<file path="config.mk">
export PLATFORM = sky130hd
export DESIGN_NAME = gpio_bank_arbiter
export DESIGN_NICKNAME = d
export VERILOG_FILES = /design/src/rtl/gpio_bank_arbiter.sv
export SDC_FILE = /design/constraint.sdc
export NUM_CORES = 1
export LEC_CHECK = 0
export CAP_MARGIN = 20
export CORE_MARGIN = 10
export CORE_UTILIZATION = 42
export CTS_CLUSTER_SIZE = 14
export DETAILED_ROUTE_END_ITERATION = 7
export PLACE_DENSITY = 0.8
export SYNTH_ARGS = -nofsm -noshare
export SYNTH_HDL_FRONTEND = slang
export SYNTH_SLANG_ARGS = --single-unit
export TNS_END_PERCENT = 5
</file>
<file path="constraint.sdc">
create_clock -name clk -period 2.5 [get_ports clk]
set_input_delay 0.5 -clock clk [delete_from_list [all_inputs] [get_ports clk]]
set_output_delay 0.5 -clock clk [all_outputs]
set_load 0.1 [all_outputs]
</file>
<file path="src/rtl/gpio_bank_arbiter.sv">
// gpio_bank_arbiter: round-robin ownership arbiter for one shared GPIO bank.
// Only the granted requester may load the direction/output registers. A hold
// counter limits ownership time, and pad inputs are synchronised for everyone.
module gpio_bank_arbiter #(
  parameter int N       = 8,
  parameter int M       = 4,
  parameter int TIMEOUT = 255
) (
  input  logic             clk,
  input  logic             reset,
  input  logic [M-1:0]     req,
  input  logic [M-1:0]     rel,
  input  logic [M-1:0]     wr_valid,
  input  logic [M*N-1:0]   wr_dir,
  input  logic [M*N-1:0]   wr_data,
  input  logic [N-1:0]     gpio_in,
  output logic [M-1:0]     gnt,
  output logic             busy,
  output logic [N-1:0]     gpio_out,
  output logic [N-1:0]     gpio_oe,
  output logic [N-1:0]     rd_data,
  output logic             wr_err,
  output logic             timeout_err,
  output logic [$clog2(M)-1:0] err_id
);

  localparam int IDW = $clog2(M);
  localparam int CW  = $clog2(TIMEOUT + 1);
  localparam logic [IDW:0] M_CNT = (IDW + 1)'(M);

  localparam logic [1:0] ST_IDLE = 2'd0;
  localparam logic [1:0] ST_OWN  = 2'd1;
  localparam logic [1:0] ST_TURN = 2'd2;

  logic [1:0]     state_reg, state_next;
  logic [IDW-1:0] owner_reg, owner_next;
  logic [IDW-1:0] last_reg, last_next;
  logic [CW-1:0]  cnt_reg, cnt_next;
  logic [M-1:0]   gnt_reg, gnt_next;
  logic [N-1:0]   gpio_out_reg, gpio_oe_reg;
  logic [N-1:0]   sync1_reg, sync2_reg;
  logic           wr_err_reg, timeout_err_reg;
  logic [IDW-1:0] err_id_reg;

  logic           win_found;
  logic [IDW-1:0] win_idx;
  logic [IDW:0]   cand;
  logic           bad_found;
  logic [IDW-1:0] bad_idx;
  logic           timeout_hit;
  logic           owner_write;

  // Per-requester views of the flat write buses.
  logic [N-1:0] dir_slice  [M];
  logic [N-1:0] data_slice [M];

  genvar gi;
  generate
    for (gi = 0; gi < M; gi++) begin : g_slice
      assign dir_slice[gi]  = wr_dir[gi*N +: N];
      assign data_slice[gi] = wr_data[gi*N +: N];
    end
  endgenerate

  // Round-robin pick: first requesting index after the previous owner.
  always_comb begin
    win_found = 1'b0;
    win_idx   = '0;
    cand      = '0;
    for (int i = 1; i <= M; i++) begin
      cand = {1'b0, last_reg} + (IDW + 1)'(i);
      if (cand >= M_CNT) begin
        cand = cand - M_CNT;
      end
      if (!win_found && req[cand[IDW-1:0]]) begin
        win_found = 1'b1;
        win_idx   = cand[IDW-1:0];
      end
    end
  end

  // Lowest-index requester writing without ownership (descending scan keeps the lowest).
  always_comb begin
    bad_found = 1'b0;
    bad_idx   = '0;
    for (int k = M - 1; k >= 0; k--) begin
      if (wr_valid[k] && !(state_reg == ST_OWN && IDW'(k) == owner_reg)) begin
        bad_found = 1'b1;
        bad_idx   = IDW'(k);
      end
    end
  end

  assign owner_write = (state_reg == ST_OWN) && wr_valid[owner_reg];

  // Ownership state machine; a voluntary release outranks the hold limit.
  always_comb begin
    state_next  = state_reg;
    owner_next  = owner_reg;
    last_next   = last_reg;
    cnt_next    = cnt_reg;
    gnt_next    = gnt_reg;
    timeout_hit = 1'b0;
    case (state_reg)
      ST_OWN: begin
        if (rel[owner_reg] || !req[owner_reg]) begin
          state_next = ST_TURN;
          gnt_next   = '0;
        end else if (cnt_reg == CW'(TIMEOUT - 1)) begin
          // This edge closes the TIMEOUT-th granted cycle.
          state_next  = ST_TURN;
          gnt_next    = '0;
          timeout_hit = 1'b1;
        end else begin
          cnt_next = cnt_reg + 1'b1;
        end
      end
      default: begin
        if (win_found) begin
          state_next = ST_OWN;
          owner_next = win_idx;
          last_next  = win_idx;
          cnt_next   = '0;
          gnt_next   = {{(M-1){1'b0}}, 1'b1} << win_idx;
        end else begin
          state_next = ST_IDLE;
          gnt_next   = '0;
        end
      end
    endcase
  end

  // Arbitration registers.
  always_ff @(posedge clk or posedge reset) begin
    if (reset) begin
      state_reg <= ST_IDLE;
      owner_reg <= '0;
      last_reg  <= IDW'(M - 1);
      cnt_reg   <= '0;
      gnt_reg   <= '0;
    end else begin
      state_reg <= state_next;
      owner_reg <= owner_next;
      last_reg  <= last_next;
      cnt_reg   <= cnt_next;
      gnt_reg   <= gnt_next;
    end
  end

  // Bank registers: only the owner loads them; input pins are driven 0.
  always_ff @(posedge clk or posedge reset) begin
    if (reset) begin
      gpio_out_reg <= '0;
      gpio_oe_reg  <= '0;
    end else if (owner_write) begin
      gpio_oe_reg  <= dir_slice[owner_reg];
      gpio_out_reg <= data_slice[owner_reg] & dir_slice[owner_reg];
    end
  end

  // Error pulses; a revocation claims err_id over a stray write.
  always_ff @(posedge clk or posedge reset) begin
    if (reset) begin
      wr_err_reg      <= 1'b0;
      timeout_err_reg <= 1'b0;
      err_id_reg      <= '0;
    end else begin
      wr_err_reg      <= bad_found;
      timeout_err_reg <= timeout_hit;
      if (timeout_hit) begin
        err_id_reg <= owner_reg;
      end else if (bad_found) begin
        err_id_reg <= bad_idx;
      end
    end
  end

  // Two-flop synchroniser for the pad inputs.
  always_ff @(posedge clk or posedge reset) begin
    if (reset) begin
      sync1_reg <= '0;
      sync2_reg <= '0;
    end else begin
      sync1_reg <= gpio_in;
      sync2_reg <= sync1_reg;
    end
  end

  assign gnt         = gnt_reg;
  assign busy        = (state_reg == ST_OWN);
  assign gpio_out    = gpio_out_reg;
  assign gpio_oe     = gpio_oe_reg;
  assign rd_data     = sync2_reg;
  assign wr_err      = wr_err_reg;
  assign timeout_err = timeout_err_reg;
  assign err_id      = err_id_reg;

endmodule

</file>
==> results of run 1 <==
-- Yosys cell counts (all sizes together), types with 3 or more instances --
| master | instances |
|---|---|
| o21ai | 19 |
| nand3 | 6 |
| mux2 | 11 |
| nor2b | 3 |
| buf | 7 |
| nor2 | 10 |
| nand2 | 29 |
| dfrtp | 52 |
| mux2i | 5 |
| a21oi | 6 |
| mux4 | 18 |
| inv | 6 |
| clkbuf | 5 |
| a21o | 4 |
-- critical path, delay by kind of cell, from the launching register on --
| kind | cells | cell delay, ns |
|---|---|---|
| AOI/OAI and AO/OA | 2 | 0.30 |
| DFF | 1 | 0.51 |
| and+or+nand+nor | 3 | 1.22 |
-- layer usage --
layer,vias to the layer above,global-route usage,part of all wire
met1,1090,0.211,0.45
met5,-,0,0
met4,0,0.0375,0.0089
met2,102,0.253,0.46
li1,1014,-,-
met3,4,0.0461,0.075
-- where the power goes --
part / switching [mW] / internal [mW]
Sequential: 0.165 / 1.12
Combinational: 2.07 / 0.999
Clock: 0.291 / 0.301
Total: 2.52 / 2.42
-- stage by stage --
stage / cells / utilization / hold WS, ns / setup WS (ns) / area (sq um)
2_1_floorplan: 211 / - / 0.331 / 0.0818 / 2620
3_3_place_gp: 400 / 0.641 / 0.332 / 0.215 / 3840
3_5_place_dp: 400 / 0.641 / 0.336 / 0.139 / 3840
4_1_cts: 408 / 0.659 / 0.354 / 0.403 / 3950
5_1_grt: 408 / 0.659 / 0.367 / 0.279 / 3950
6_report: 408 / 0.659 / 0.351 / 0.403 / 3950
-- cells by family after synthesis --
| group | count (synthesis) |
|---|---|
| buffers and inverters | 18 |
| AOI/OAI and AO/OA | 41 |
| DFF | 54 |
| adders and majority gates | 2 |
| muxes | 34 |
| and+or+nand+nor | 62 |
-- worst max path at each step --
stage | start | depth (start not counted) | to | slack [ns]
floorplan | state_reg[1]$_DFFE_PP0P_ | 5 | gpio_oe[0]$_DFFE_PP0P_ | 0.08
global placement | rel[3] | 6 | cnt_reg[7]$_DFFE_PP0P_ | 0.21
detailed placement | rel[1] | 6 | cnt_reg[7]$_DFFE_PP0P_ | 0.14
CTS | owner_reg[1]$_DFFE_PP0P_ | 5 | cnt_reg[7]$_DFFE_PP0P_ | 0.40
global route | owner_reg[1]$_DFFE_PP0P_ | 5 | cnt_reg[5]$_DFFE_PP0P_ | 0.28
finish | owner_reg[1]$_DFFE_PP0P_ | 5 | cnt_reg[7]$_DFFE_PP0P_ | 0.40
-- cells in the final DEF, fill, tap and decap left out, types with 3 or more instances in the layout --
cell and n:
a21o_1 4, a21oi_1 6, buf_4 39, clkbuf_8 5, clkdlybuf4s50_1 85, dfrtp_1 52
inv_1 5, mux2_2 11, mux2i_1 5, mux4_2 18, nand2_1 29, nand3_1 5
nor2_1 10, nor2b_1 3, o21ai_0 19
-- final cells by class --
type | count | area [sq um]
clock buffers | 5 | 68.8
clock inverters | 3 | 43.8
fillers | 453 | 2040
flip-flops and latches | 54 | 1350
repair buffers | 126 | 1180
well taps | 75 | 93.8
multi-input cells | 139 | 1180
inverters | 6 | 22.5
==> metrics.csv, run 1 <==
metric,value,unit
regToRegSetupSlack,0.40,ns
finish.net_count,420,
cts-hold-fix-buffers,0,
viasPerCell,5.42,
power.total,4.94,mW
hp-class,reg2reg,
synth_compound_area_frac,0.106,
reg2reg_to,cnt_reg[7]$_DFFE_PP0P_,
drive_gt1_frac,0.255,
routed-via-count,2210,
path_class,reg2reg,
path_clk_slew,0.10,ns
cts_tree,yes,
synthMuxAreaShare,0.221,
grt-ovfl-total,0,
setup_tns,0,ns
grt_usage,0.160,
fmax,477,MHz
final.period_utilization,0.839,
hold_depth,0,
rsz0062_at_grt,false,
cts_setup_buffers,0,
synth_fa_ha_area_frac,0.00955,
grt_pass1_wl,12600,um
syn_nets,299,
status,"finished, final reports clean",
syn_area,0.00262,sq mm
grt_pass1_vias,2206,
slew_violations,0,
synth_flop_cell,dfrtp_1,
cts_resized,0,
finalSetupViolations,0,
core,0.00599,sq mm
cap_violations,0,
worstPathArrival,2.33,ns
leakage,1.72,nW
skew,0.00563,ns
dr.pass1.iters,4,
ant_nets,0,
reg2reg_depth,5,
end_kind,flip-flop,
placement.io_buffers,118,
die_x,99.0,um
die-area,0.00980,sq mm
drt_iter0_drc,90,
netlist_instances,211,
max_stage_delay,0.52,ns
peakVddDrop,0.990,mV
postSynthAreaPerCell,12.4,sq um
slew_headroom,0.572,
path_cells,"or3b_4, o2bb2ai_4, nand3_2, or4_1, a21oi_1",
wl,8070,um
antenna_found_initial,0,
hold_viol_final,0,
worstHoldEndpoint,rd_data[4]$_DFF_PP0_,
synthSimpleGateAreaFrac,0.115,
clockBufferDepth,2,
crit_fanout,13,
cts_buffers,5,
diodes,0,
synth_edf_count,0,
clock-sinks,54,
clk_latency,0.31,ns
synth_top_area_frac,0.497,
pin_count,119,
drc_errors,0,
r2r-start,owner_reg[1]$_DFFE_PP0P_,
fin_crit,2.10,ns
htree_num_levels,2,
synthXorXnorAreaFrac,0,
critPathSlowestCell,or4_1,
gp_congestion,0.815,
synthArstFlopShare,1.00,
ys_top_cells_by_area,"dfrtp_1 (50%), mux4_2 (15%), mux2_2 (4.7%)",
wl_per_cell,19.8,um
synth_area_leader_cell,dfrtp_1,
ys_types,38,
start_util,0.437,
ys_ff_latch,54,
pwr_density_cell,1250,mW/mm^2
required,2.74,ns
dp_hpwl,6580,um
synth_top_family_by_area,multiplexers,
rows,28,
grt_max_degree,32,
syn_to_final_growth,50.8,%
die_h,99.0,um
root_buffer,clkbuf_8,
worst_pin_slew,0.642,ns
hp-start,sync1_reg[4]$_DFF_PP0_,
ys_warn_count,0,
start_kind,flip-flop,
yosysSeqAreaShare,0.517,
No activity file was read; power rests on OpenSTA's default activity.
==> run 2, diff against run 1 <==
Clock period 2.5 ns to 2 ns, I/O delays scaled along.
==> run 2 against run 1 <==
  * Sequential share of layout area shrank 1.2 points
  * Sequential power grew 25%
  * Non-clock buffer count grew 17
  * Total power grew 27%
  * Routed wire length grew 3.2%
  * Flip-flop and latch count is the same
  * Final area grew 3.7%
  * Core utilization grew 2.4 points
  * Clock power grew 3.9%
  * Clock skew is essentially flat
  * Via count grew 1.6%
  * Combinational power grew 32%
==> metrics.csv, run 2 (synthesized netlist as in run 1, its figures left out) <==
metric,value,unit
status,"finished, final reports clean",
skew,0.00608,ns
grt_max_degree,55,
required,2.24,ns
root_buffer,clkbuf_8,
cts_tree,yes,
core,0.00599,sq mm
slew_violations,0,
hp-start,sync1_reg[2]$_DFF_PP0_,
start_kind,flip-flop,
worst_pin_slew,0.514,ns
clk_latency,0.31,ns
leakage,1.80,nW
ant_nets,0,
diodes,0,
startpoint,owner_reg[0]$_DFFE_PP0P_,
dp_hpwl,6860,um
cts_buffers,5,
post-place-ws,-0.180,ns
gp_congestion,0.856,
cap_violations,0,
final_cells,425,
drt_iter0_drc,96,
path_clk_slew,0.10,ns
worstPathArrival,2.11,ns
fin_crit,1.87,ns
die_h,99.0,um
fin_ws,0.130,ns
hold_viol_final,0,
routed-via-count,2246,
r2r-start,owner_reg[0]$_DFFE_PP0P_,
htree_num_levels,2,
reg2reg_depth,5,
slew_headroom,0.652,
grt_pass1_wl,13200,um
pin_count,119,
fin_util,0.684,
final_common_cell,clkdlybuf4s50_1,
rsz0062_at_grt,false,
fill_cells,450,
setup_tns,0,ns
final_cell_mix,"clkdlybuf4s50_1 (85), buf_4 (54), dfrtp_1 (51)",
crit_fanout,9,
power.total,6.26,mW
grt-ovfl-total,0,
die-area,0.00980,sq mm
fmax,535,MHz
die_x,99.0,um
viasPerCell,5.28,
clock-sinks,54,
wl_per_cell,19.6,um
post-place-cells,417,
start_util,0.437,
drc_errors,0,
peakVddDrop,1.06,mV
end_kind,flip-flop,
placement.io_buffers,118,
hold_depth,0,
rows,28,
hp-class,reg2reg,
pwr_density_cell,1530,mW/mm^2
path_class,reg2reg,
finish.net_count,437,
final.period_utilization,0.935,
wl,8320,um
dr.pass1.iters,4,
finalSetupViolations,0,
grt_pass1_vias,2396,
drive_gt1_frac,0.297,
syn_to_final_growth,56.3,%
antenna_found_initial,0,
grt_usage,0.168,
clockBufferDepth,2,
==> run 2: routing by layer <==
layer | up-vias | GRT usage | routed length [um]
li1 | 1052 | - | -
met1 | 1083 | 0.199 | 3400
met2 | 102 | 0.291 | 4050
met3 | 9 | 0.0580 | 800
met4 | 0 | 0.0287 | 78
met5 | - | 0 | 0
==> run 2: worst max-delay path, cell delays in order, from the launching register on <==
cell and delay (ns):
dfrtp_2 0.46, mux2_2 0.39, o2bb2ai_4 0.19, nand3_4 0.13, or4_1 0.48, a21oi_1 0.15
==> run 2: worst paths after layout <==
kind,to,slack (ns)
min in group asynchronous,rd_data[5]$_DFF_PP0_,0.45
hold reg to reg,rd_data[2]$_DFF_PP0_,0.36
hold / removal,rd_data[2]$_DFF_PP0_,0.36
setup reg to reg,cnt_reg[7]$_DFFE_PP0P_,0.13
max in group asynchronous,last_reg[0]$_DFFE_PP1P_,1.25
setup / recovery,cnt_reg[7]$_DFFE_PP0P_,0.13
==> run 2: what timing repair did <==
action | 4_1_cts | 5_1_grt
hold endpoints to repair | 0 | 0
setup buffers | 0 | 0
hold buffers | 0 | 0
resized for setup | 0 | 4
setup endpoints to repair | 0 | 6
==> run 2: stage by stage <==
step	cell area [sq um]	hold WS (ns)
2_1_floorplan	2620	0.331
3_5_place_dp	3990	0.335
5_1_grt	4100	0.370
4_1_cts	4080	0.358
6_report	4100	0.357
3_3_place_gp	3990	0.332
==> run 2: layout make-up <==
type / count / area [sq um] / share of cell area
Inverter: 6 / 22.5 / 0.00550
Timing Repair Buffer: 143 / 1340 / 0.326
Sequential cell: 54 / 1360 / 0.331
Tap cell: 75 / 93.8 / 0.0229
Clock inverter: 3 / 25.0 / 0.00611
Clock buffer: 5 / 68.8 / 0.0168
Multi-Input combinational cell: 139 / 1190 / 0.291
==> run 2: power by group <==
part / switching, mW / internal [mW] / leakage (nW) / total [mW]
clock network: 0.362 / 0.253 / 0.0447 / 0.615
logic: 2.65 / 1.39 / 1.09 / 4.05
registers: 0.194 / 1.40 / 0.665 / 1.60
total: 3.21 / 3.05 / 1.80 / 6.26
